`config.mk`:
```
export PLATFORM = sky130hd
export DESIGN_NAME = uart_tx_mmio
export DESIGN_NICKNAME = d
export VERILOG_FILES = /design/src/rtl/uart_tx_mmio.sv
export SDC_FILE = /design/constraint.sdc
export NUM_CORES = 1
export LEC_CHECK = 0
export ABC_AREA = 1
export BUFFER_PORTS_ARGS = -buffer_cell sky130_fd_sc_hd__buf_2
export CORE_AREA = 2 2 90 92
export CTS_BUF_LIST = sky130_fd_sc_hd__clkbuf_2
export DETAILED_ROUTE_END_ITERATION = 12
export DIE_AREA = 0 0 92 94
export PLACE_DENSITY = 0.91
export SETUP_SLACK_MARGIN = 0.3
export SLEW_MARGIN = 40
export SYNTH_ARGS = -nofsm -noshare
export SYNTH_HDL_FRONTEND = slang
export SYNTH_SLANG_ARGS = --single-unit
```
`constraint.sdc`:
```
create_clock -name clk_m2 -period 2.6 [get_ports clk_m2]
set_input_delay 0.52 -clock clk_m2 [delete_from_list [all_inputs] [get_ports clk_m2]]
set_output_delay 0.52 -clock clk_m2 [all_outputs]
set_load 0.01 [all_outputs]
```
`src/rtl/uart_tx_mmio.sv`:
```
`default_nettype none
// ============================================================================
// uart_tx_mmio : memory-mapped 8N1 UART transmitter with TX FIFO and IRQ
// Revision     : 1.0
// ============================================================================
module uart_tx_mmio #(
  parameter logic [15:0] BASE_ADDR    = 16'h0F00,
  parameter int          CLKS_PER_BIT = 16,
  parameter int          FIFO_DEPTH   = 8
) (
  input  logic        clk_m2,
  input  logic        rst,
  input  logic [15:0] addr,
  input  logic [7:0]  data_i,
  input  logic        RW,
  output logic [7:0]  rd_data,
  output logic        rd_hit,
  output logic        tx,
  output logic        irq
);

  localparam int              PTR_W       = $clog2(FIFO_DEPTH);
  localparam int              CNT_W       = PTR_W + 1;
  localparam int              BCNT_W      = $clog2(CLKS_PER_BIT);
  localparam logic [BCNT_W-1:0] BCNT_LAST = BCNT_W'(CLKS_PER_BIT - 1);
  localparam logic [CNT_W-1:0]  CNT_FULL  = CNT_W'(FIFO_DEPTH);
  localparam logic [15:0]     STATUS_ADDR = BASE_ADDR + 16'd1;

  typedef enum logic [1:0] {
    ST_IDLE  = 2'd0,
    ST_START = 2'd1,
    ST_DATA  = 2'd2,
    ST_STOP  = 2'd3
  } state_t;

  state_t              state_q, state_d;
  logic [BCNT_W-1:0]   bcnt_q, bcnt_d;
  logic [2:0]          bit_idx_q, bit_idx_d;
  logic [7:0]          shift_q, shift_d;
  logic                tx_q, tx_d;
  logic [PTR_W-1:0]    wr_ptr_q, wr_ptr_d;
  logic [PTR_W-1:0]    rd_ptr_q, rd_ptr_d;
  logic [CNT_W-1:0]    count_q, count_d;
  logic                overrun_q, overrun_d;
  logic                irq_en_q, irq_en_d;
  logic [7:0]          rd_data_q, rd_data_d;
  logic                rd_hit_q, rd_hit_d;
  logic                irq_q, irq_d;
  logic [7:0]          fifo_mem_q [FIFO_DEPTH];

  logic wr_data, wr_status, rd_status, rd_any;
  logic fifo_empty, fifo_full, tx_active, bit_end;
  logic push, pop;
  logic [7:0] status;

  always_comb begin
    wr_data    = !RW && (addr == BASE_ADDR);
    wr_status  = !RW && (addr == STATUS_ADDR);
    rd_status  = RW && (addr == STATUS_ADDR);
    rd_any     = RW && ((addr == BASE_ADDR) || (addr == STATUS_ADDR));
    fifo_empty = (count_q == '0);
    fifo_full  = (count_q == CNT_FULL);
    tx_active  = (state_q != ST_IDLE);
    bit_end    = (bcnt_q == BCNT_LAST);
    status     = {irq_en_q, 3'b000, overrun_q, tx_active, fifo_empty, fifo_full};
  end

  // Serializer: a pop loads the shifter; STOP chains straight into START when data waits.
  always_comb begin
    state_d   = state_q;
    bcnt_d    = bcnt_q + BCNT_W'(1);
    bit_idx_d = bit_idx_q;
    shift_d   = shift_q;
    pop       = 1'b0;
    case (state_q)
      ST_IDLE: begin
        bcnt_d = '0;
        if (!fifo_empty) begin
          pop     = 1'b1;
          shift_d = fifo_mem_q[rd_ptr_q];
          state_d = ST_START;
        end
      end
      ST_START: begin
        if (bit_end) begin
          bcnt_d    = '0;
          bit_idx_d = 3'd0;
          state_d   = ST_DATA;
        end
      end
      ST_DATA: begin
        if (bit_end) begin
          bcnt_d    = '0;
          shift_d   = {1'b0, shift_q[7:1]};
          bit_idx_d = bit_idx_q + 3'd1;
          if (bit_idx_q == 3'd7) state_d = ST_STOP;
        end
      end
      ST_STOP: begin
        if (bit_end) begin
          bcnt_d = '0;
          if (!fifo_empty) begin
            pop     = 1'b1;
            shift_d = fifo_mem_q[rd_ptr_q];
            state_d = ST_START;
          end else begin
            state_d = ST_IDLE;
          end
        end
      end
      default: begin
        state_d = ST_IDLE;
        bcnt_d  = '0;
      end
    endcase

    // tx follows the upcoming state so the line changes on the same edge as the FSM.
    case (state_d)
      ST_START: tx_d = 1'b0;
      ST_DATA:  tx_d = shift_d[0];
      default:  tx_d = 1'b1;
    endcase
  end

  always_comb begin
    push      = wr_data && (!fifo_full || pop);
    wr_ptr_d  = wr_ptr_q + (push ? PTR_W'(1) : PTR_W'(0));
    rd_ptr_d  = rd_ptr_q + (pop ? PTR_W'(1) : PTR_W'(0));
    count_d   = count_q + CNT_W'(push) - CNT_W'(pop);
    overrun_d = (overrun_q && !rd_status) || (wr_data && !push);
    irq_en_d  = wr_status ? data_i[7] : irq_en_q;
    rd_data_d = rd_status ? status : 8'h00;
    rd_hit_d  = rd_any;
    irq_d     = irq_en_q && fifo_empty && !tx_active;
  end

  always_ff @(posedge clk_m2) begin
    if (rst) begin
      state_q   <= ST_IDLE;
      bcnt_q    <= '0;
      bit_idx_q <= 3'd0;
      shift_q   <= 8'h00;
      tx_q      <= 1'b1;
      wr_ptr_q  <= '0;
      rd_ptr_q  <= '0;
      count_q   <= '0;
      overrun_q <= 1'b0;
      irq_en_q  <= 1'b0;
      rd_data_q <= 8'h00;
      rd_hit_q  <= 1'b0;
      irq_q     <= 1'b0;
    end else begin
      state_q   <= state_d;
      bcnt_q    <= bcnt_d;
      bit_idx_q <= bit_idx_d;
      shift_q   <= shift_d;
      tx_q      <= tx_d;
      wr_ptr_q  <= wr_ptr_d;
      rd_ptr_q  <= rd_ptr_d;
      count_q   <= count_d;
      overrun_q <= overrun_d;
      irq_en_q  <= irq_en_d;
      rd_data_q <= rd_data_d;
      rd_hit_q  <= rd_hit_d;
      irq_q     <= irq_d;
    end
  end

  // Storage only; validity is tracked by the pointers and count, so no reset needed.
  always_ff @(posedge clk_m2) begin
    if (!rst && push) fifo_mem_q[wr_ptr_q] <= data_i;
  end

  assign rd_data = rd_data_q;
  assign rd_hit  = rd_hit_q;
  assign tx      = tx_q;
  assign irq     = irq_q;

endmodule
`default_nettype wire

```
### Word-level counts from Yosys, hierarchy flattened

Memory sizes are Yosys's and may differ from the RTL's. A register that Yosys moved wholly into a read port is not among the register bits.
Index checks and enable logic that the tools add are counted.

* logic and storage cells: 89
* latch bits: 0
* memories kept: 1
* register bits after elaboration: 40
* memory bits (writable): 64
* memory bits (read-only): 0

* reduce and logical (&&, ||, !) cells: 28
* multiply operators: 0
* equality and inequality tests: 13
* muxes and demuxes: 25
* $lt $le $gt $ge: 0
* shift-type cells: 0
* add/sub/neg operators: 6
* bitwise logic cells: 1
* div/mod/pow operators: 0

Memories
* fifo_mem_q: words 8, width 8, read ports 1, clocked after Yosys merged registers in 1, wr ports 1, line 49 `logic [7:0] fifo_mem_q [FIFO_DEPTH];`

Operator list (count)
* equality test 16 x 12 -> 1 bit, second input constant: 2
* two-way mux 8 bit: 3
* case mux 8 bit (3 select lines): 1
* logical AND 1 bit: 10
* two-way mux 2 bit: 5
* two-way mux 3 bit: 3
* equality test 4 bit, second input constant: 2
* case mux 2 bit (4 select lines): 1
* case mux 4 bit (2 select lines): 1
* two-way mux 1 bit: 7
* adder 3 x 1 -> 3 bit: 2
* equality test 2 bit, second input constant: 3
* zero test 1 bit: 6
* != test 2 bit, second input constant: 3
* case mux 3 bit (2 select lines): 1
* AND reduction 3 bit: 2
* adder 4 x 1 -> 4 bit: 1
* adder 4 x 1 -> 4 bit, second input constant: 1
* equality test 2 x 1 -> 1 bit, second input constant: 2
* zero test 4 bit: 1
* two-way mux 4 bit: 1
* case mux 1 bit (2 select lines): 2
* nonzero test 2 bit: 2
* subtractor 4 x 1 -> 4 bit: 1
* other kinds (8): 10

### Depth between registers and ports, before layout

Gate-level depths: netlist of the first run.

* word-level depth: 9
* depth in mapped cells: 16
* gate-level depth less buffers: 16

### Worst setup path after synthesis of the first run

OpenSTA, ideal clock, no wires.

* path type: register -> register
* from: register state_q[0]
* to: register count_q[2]
* setup slack: 303 ps
* library setup time: 128 ps
* cell stages (with the launch flop): 16
* arrival: 2169 ps
* clock period less this slack: 2297 ps
* cell sequence: dfxtp_1 inv_1 ha_1 inv_2 nand2_1 nand2_4 nor2_8 nand2_4 nand3_4 nand2_1 o21ai_1 ha_1 inv_1 fa_1 xor2_1 nor2_1

* word-level cells in the longest chain between the ends: 6
* elaborated cells between the ends (all ways): 7
* classes of those cells: 2 x add/sub; 1 x eq/ne; 1 x mux; 3 x reduce/logical

RTL lines
* from (decl): line 36 `state_t state_q, state_d;`
* from (signal assigned): line 153 `state_q <= state_d;`
* equality test 2 bit or zero test 2 bit (tied branches): line 75 `case (state_q)`
* case mux 1 bit (2 select lines) (*): line 75
* logical OR 1 bit: line 126 `push = wr_data && (!fifo_full || pop);`
* logical AND 1 bit: line 126
* adder 4 x 1 -> 4 bit: line 129 `count_d = count_q + CNT_W'(push) - CNT_W'(pop);`
* subtractor 4 x 1 -> 4 bit (*): line 129
* to (signal assigned): line 160 `count_q <= count_d;`
* to (decl): line 43 `logic [CNT_W-1:0] count_q, count_d;`

Mark *: on every way between the ends. The rest lies on a longest branch, timed or not.
A chain may end at the register's enable or synchronous reset.

### Worst setup path after layout of the first run

* from: register state_q[1]
* to: register count_q[1]

Same word-level chain as after synthesis.

==> impl_metrics.csv, run 1 <==
group,metric,value,unit
clocking,clk_latency,550,ps
timing,skew,29.3,ps
clocking,clock-sinks,101,
timing,max_freq,446,MHz
yosys,synth_top_area_share,41.7,%
yosys,synth-warning-count,0,
clocking,cts_tree,"built",
cells_and_area,layout_commonest_cell,"nor2_1",
routing,drt_iter0_drc,315,
yosys,synth.area.mux_share,0,%
yosys,syn_inst,486,
clocking,htree_levels,3,
cells_and_area,fillCellCount,535,
floorplanning,start_util,60.6,%
routing,first_pass_iters,7,
routing,post-route-drc-count,0,
worst_hold_path,hold_class,"in -> reg",
critical_path,critPathCaptureType,"flop",
yosys,synthSimpleGateAreaFrac,23.7,%
grt,overflow,0,
placement,dp_hpwl,7.16,mm
routing,detail_route.wl_per_cell,16.1,µm
critical_path,cp-start-kind,"flop",
cells_and_area,syn_to_final_growth,12.7,%
cells_and_area,final_cell_mix,"nor2_1, nand2_1, edfxtp_1",
yosys,synth_edf_count,64,
critical_path,critPathKind,"reg -> reg",
clocking,cts_root_buf,"clkbuf_2",
yosys,synth_top_family_by_area,"simple AND/OR/NAND/NOR gates",
timing,setup-tns-final,0,ps
grt,grt_pass1_vias,3579,
timing,relSlewSlack,65.3,%
critical_path,path_common_cell,"nand2_4",
timing,rsz0062_at_grt,"false",
routing,vias,3618,
floorplanning,pin_count,38,
yosys,synth_cell_types,39,
job,drv_cap,0,
cells_and_area,drive_above_1_share,20.8,%
grt,grt_start_max_net_pins,33,
grt,grt_pass1_wl,16.1,mm
timing,period_needed,2240,ps
timing,setup_ws,358,ps
cells_and_area,nets,586,
critical_path,path_cells,"inv_2 -> ha_4 -> inv_6 -> nand2_4 -> nand2_4 -> nor2_8 -> nand2_4 -> nand3_4 -> nand2_2 -> o21ai_2 -> ha_2 -> inv_2 -> fa_2 -> nor2_1",
placement,routabilityCongestion,0.820,
clocking,clk_path_buf_depth,2,
placement,postPlaceCellArea,4920,µm²
critical_path,cp_max_fo,6,
yosys,ys_seq_area_share,57.8,%
timing,finalCritPeriodShare,86.2,%
placement,port-buffer-count,34,
yosys,syn_avg_cell_area,9.48,µm²
yosys,synth_area,4610,µm²
floorplanning,die_h,94,µm
cells_and_area,n_antenna_cell,0,
yosys,synth_xor_area_share,0.760,%
critical_path,arrival,2700,ps
floorplanning,placeableCoreArea,7610,µm²
floorplanning,die_area,8650,µm²
clocking,cts_hold_buf,0,
timing,worst_pin_slew,520,ps
yosys,synth_compound_area_share,6.51,%
yosys,synth_fa_ha_area_share,4.78,%
timing,setup_viol,0,
yosys,ys_ff_latch,101,
routing,vias_per_cell,5.57,
clocking,clk_pin_slew_worst_paths,280,ps
timing,slew_violations,0,
yosys,ys_async_sr_fraction,0,%
floorplanning,die_w,92,µm
critical_path,cp_data_required_time,3050,ps
cells_and_area,multi_input_area,1720,µm²
grt,antenna_found_initial,0,
cells_and_area,seqCellArea,2670,µm²
yosys,synth_top_area_cell,"edfxtp_1",
power,finalPower,4.23,mW
critical_path,cp_slowest_cell,"fa_2",
floorplanning,rows,32,
clocking,numCtsBuffers,9,
status,status,"complete, no violations",
yosys,synthTopCellsByArea,"edfxtp_1, dfxtp_1, nor2_1, nand2_1, nand3_1",
power,ir_drop,0.580,mV
placement,pre_cts_slack,77.0,ps
routing,drt_wl_total,10.5,mm
routing,antenna_left,0,
power,power_density,814,nW/µm²
yosys,ys.flop_type,"edfxtp_1",
timing,hold_viol,0,
power,p_leak,2.10,nW
grt,grt_use_total,24.4,%
cells_and_area,fin_area,5190,µm²
critical_path,slowest_delay,520,ps
## flip-flops by register name, summed over array words and instances (netlist names)
signal and flops:
state_q 2, irq_en_q 1, fifo_mem_q 64, bcnt_q 4
rd_data 5, shift_q 8, rd_ptr_q 3, irq 1
rd_hit 1, bit_idx_q 3, tx 1, wr_ptr_q 3
overrun_q 1, count_q 4
## worst paths after layout
kind	startpoint	end	slack, ps	depth (start not counted)
max	state_q[1]$_SDFF_PP0_	count_q[1]$_SDFF_PP0_	360	14
min	data_i[2]	fifo_mem_q[7][2]$_DFFE_PP_	210	1
max reg2reg	state_q[1]$_SDFF_PP0_	count_q[1]$_SDFF_PP0_	360	14
min reg2reg	overrun_q$_SDFF_PP0_	rd_data[3]$_SDFF_PP0_	450	2
## timing repair
item | CTS | global route
gates resized for setup | 13 | 14
endpoints found under the setup margin | 4 | 3
pin swaps | 0 | 6
buffers inserted | 6 | 7
## cells by family (layout without fill, tap and decap cells)
logic type      after synthesis  after routing
simple gates                238            238
xor+xnor                      4              4
other cells                   1              3
buf+inv                      70            129
fa+ha+maj                    17             17
compound gates               55             55
flops                       101            101
## cell usage after synthesis, types with 2 or more instances
master,number
a21boi_0,5
a21oi_1,15
buf_2,7
buf_4,6
clkbuf_1,4
dfxtp_1,37
edfxtp_1,64
ha_1,16
inv_1,45
inv_2,6
nand2_1,80
nand2_2,2
nand2_4,3
nand3_1,41
nand4_1,7
nand4_4,2
nor2_1,89
nor2_2,3
nor3_1,3
nor4_1,2
o21ai_0,19
o21ai_1,11
xnor2_1,2
xor2_1,2
## cell type report
class | instances | share of cell area (%)
repair buffers | 60 | 7.03
flip-flops and latches | 101 | 51.5
inverters | 53 | 4.05
multi-input cells | 317 | 33.1
clock inverters | 6 | 0.891
well taps | 102 | 2.46
clock buffers | 10 | 0.963
## report_power, final
group | switching, mW | internal, mW
combinational | 1.09 | 0.602
sequential | 0.0772 | 1.80
clock | 0.519 | 0.141
## per-layer routing
metal | track usage [%] | vias up | wire, µm
met4 | 10.4 | 0 | 329
met5 | 0 | - | 0
met1 | 28.3 | 1691 | 4040
met3 | 4.17 | 42 | 704
met2 | 44.5 | 172 | 5390
li1 | - | 1713 | -
## through the flow
stage	hold WS (ps)	util (%)	cells
2_1_floorplan	408	-	488
3_3_place_gp	426	64.6	620
3_5_place_dp	427	64.6	620
4_1_cts	207	67.0	642
5_1_grt	177	68.3	649
6_report	205	68.3	649
## critical path: cells and delay by family (launching register included)
kind	cells	cell delay (ps)
flops	1	420
compound gates	1	120
simple gates	7	540
fa+ha+maj	3	880
buf+inv	3	190
No activity file was read; power rests on OpenSTA's default activity.
==> inputs of run 2 (changes only) <==
CORE_AREA = 2 2 105 107   (was 2 2 90 92)
DIE_AREA = 0 0 107 109   (was 0 0 92 94)
PLACE_DENSITY = 0.73   (was 0.91)
==> run 2 against run 1 <==
Combinational power decreased by 9%. Critical path depth did not move. Setup slack gained 7.3 ps. Global-route usage decreased by 7.2 points. Worst hold slack lost 21 ps. Final cell count increased by 4.8%. Largest power group unchanged. Fmax rose by 0.33%.
==> impl_metrics.csv, run 2 (synthesis results as in run 1) <==
group,metric,value,unit
critical_path,path_cells,"inv_4 -> ha_4 -> inv_2 -> nand2_2 -> nand2_4 -> nor2_8 -> nand2_4 -> nand3_4 -> nand2_2 -> o21ai_2 -> ha_2 -> inv_1 -> fa_2 -> nor2_1",
clocking,clk_path_buf_depth,2,
clocking,clk_pin_slew_worst_paths,300,ps
critical_path,cp-start-kind,"flop",
timing,hold_viol,0,
grt,antenna_found_initial,1,
cells_and_area,largest_register_ffs,64,
timing,worst_pin_slew,510,ps
routing,post-route-drc-count,0,
clocking,cts_tree,"built",
critical_path,critPathKind,"reg -> reg",
critical_path,cp_data_required_time,3070,ps
grt,grt_pass1_vias,3180,
cells_and_area,layout_commonest_cell,"nor2_1",
power,p_sw,1.63,mW
power,p_leak,2.06,nW
power,ir_drop,0.362,mV
routing,detail_route.wl_per_cell,14.3,µm
timing,rsz0062_at_grt,"false",
floorplanning,start_util,43.5,%
timing,setup-tns-final,0,ps
placement,routabilityCongestion,0.820,
critical_path,slowest_delay,520,ps
routing,antenna_left,0,
critical_path,cp_slowest_cell,"fa_2",
critical_path,worstSetupStartpoint,"state_q[0]$_SDFF_PP0_",
timing,setup_viol,0,
worst_hold_path,hold_class,"in -> reg",
grt,grt_use_total,17.2,%
critical_path,critPathCaptureType,"flop",
power,pwr-share-seq,45.6,%
cells_and_area,fillCellCount,979,
critical_path,r2r_end,"count_q[1]$_SDFF_PP0_",
cells_and_area,final_cell_mix,"nor2_1, nand2_1, edfxtp_1",
placement,postPlaceCellArea,4970,µm²
grt,grt_start_max_net_pins,34,
placement,dp_hpwl,6.48,mm
status,status,"complete, no violations",
routing,drt_iter0_drc,239,
timing,relSlewSlack,65.9,%
clocking,cts_root_buf,"clkbuf_2",
floorplanning,die_h,109,µm
power,power.internal,2.49,mW
timing,skew,36.9,ps
power,p_clk_share,16.9,%
clocking,clock-sinks,101,
clocking,numCtsBuffers,9,
floorplanning,rows,38,
routing,drt_wl_total,9.72,mm
timing,slew_violations,0,
critical_path,r2r_cells,14,
clocking,htree_levels,3,
critical_path,r2r_setup_slack,370,ps
timing,whs,185,ps
cells_and_area,nets,578,
timing,max_freq,447,MHz
routing,first_pass_iters,5,
floorplanning,die_area,11700,µm²
floorplanning,die_w,107,µm
cells_and_area,syn_to_final_growth,12.5,%
grt,overflow,0,
grt,grt_pass1_wl,15.3,mm
cells_and_area,fin_area,5180,µm²
floorplanning,placeableCoreArea,10600,µm²
floorplanning,pin_count,38,
power,power_density,793,nW/µm²
timing,period_needed,2230,ps
routing,vias,3464,
power,pwr-share-comb,37.5,%
critical_path,cp_max_fo,6,
clocking,clk_latency,580,ps
critical_path,arrival,2710,ps
critical_path,r2r-start,"state_q[0]$_SDFF_PP0_",
cells_and_area,regMostFlops,"fifo_mem_q",
critical_path,cp-endpoint,"count_q[1]$_SDFF_PP0_",
cells_and_area,drive_above_1_share,19.5,%
timing,finalCritPeriodShare,86.0,%
routing,vias_per_cell,5.09,
placement,port-buffer-count,34,
power,switching_share,39.5,%
job,drv_cap,0,
clocking,cts_hold_buf,0,
run 2: stage by stage:
| stage | instances | utilization [%] | power, mW | setup WS (ps) |
|---|---|---|---|---|
| detailed placement | 659 | 46.9 | 3.35 | 158 |
| CTS | 678 | 48.4 | 4.08 | 316 |
| global route | 680 | 48.9 | 4.40 | 255 |
| floorplan | 488 | - | 3.03 | 303 |
| finish | 680 | 48.9 | 4.11 | 365 |
| global placement | 659 | 46.9 | 3.30 | 261 |
run 2: critical path: cells and delay by family, from the launching register on:
family                     cells  cell delay (ps)
adders and majority gates      3              850
buffers and inverters          3              220
and+or+nand+nor                7              510
DFF                            1              420
AOI/OAI and AO/OA              1              130
run 2: layer usage:
layer | global-route usage [%] | vias up | wire length [µm]
met5 | 0 | - | 0
met4 | 6.49 | 0 | 136
met3 | 3.11 | 12 | 487
met2 | 29.9 | 103 | 5150
met1 | 21.5 | 1647 | 3950
li1 | - | 1702 | -
run 2: timing repair:
item,4_1_cts,5_1_grt
hold endpoints to repair,0,0
pin swaps,0,1
gates resized for setup,11,11
gates cloned,0,0
endpoints found under the setup margin,4,3
setup buffers,3,1
run 2: worst min path at each step:
stage | startpoint | endpoint | slack [ps] | cells after the start
floorplan | overrun_q$_SDFF_PP0_ | rd_data[3]$_SDFF_PP0_ | 410 | 2
global placement | bcnt_q[0]$_SDFF_PP0_ | bcnt_q[0]$_SDFF_PP0_ | 430 | 1
detailed placement | bcnt_q[0]$_SDFF_PP0_ | bcnt_q[0]$_SDFF_PP0_ | 440 | 1
CTS | data_i[1] | fifo_mem_q[0][1]$_DFFE_PP_ | 140 | 1
global route | data_i[1] | fifo_mem_q[4][1]$_DFFE_PP_ | 140 | 1
finish | data_i[1] | fifo_mem_q[4][1]$_DFFE_PP_ | 180 | 1
run 2: area by class of cell:
type                            count  area, µm²  area share [%]
Timing Repair Buffer               52        305            5.89
Antenna cell                        1       2.50          0.0483
Multi-Input combinational cell    317       1720            33.2
Inverter                           53        206            3.98
Clock inverter                      6       55.1            1.06
Tap cell                          140        175            3.38
Clock buffer                       10       50.0           0.965
Sequential cell                   101       2670            51.5
run 2: power by group through the flow:
stage / clock network [mW] / logic (mW) / registers (mW)
CTS: 0.715 / 1.50 / 1.86
floorplan: 0 / 1.14 / 1.89
global route: 0.779 / 1.73 / 1.89
finish: 0.696 / 1.54 / 1.87
detailed placement: 0 / 1.46 / 1.90
global placement: 0 / 1.41 / 1.89
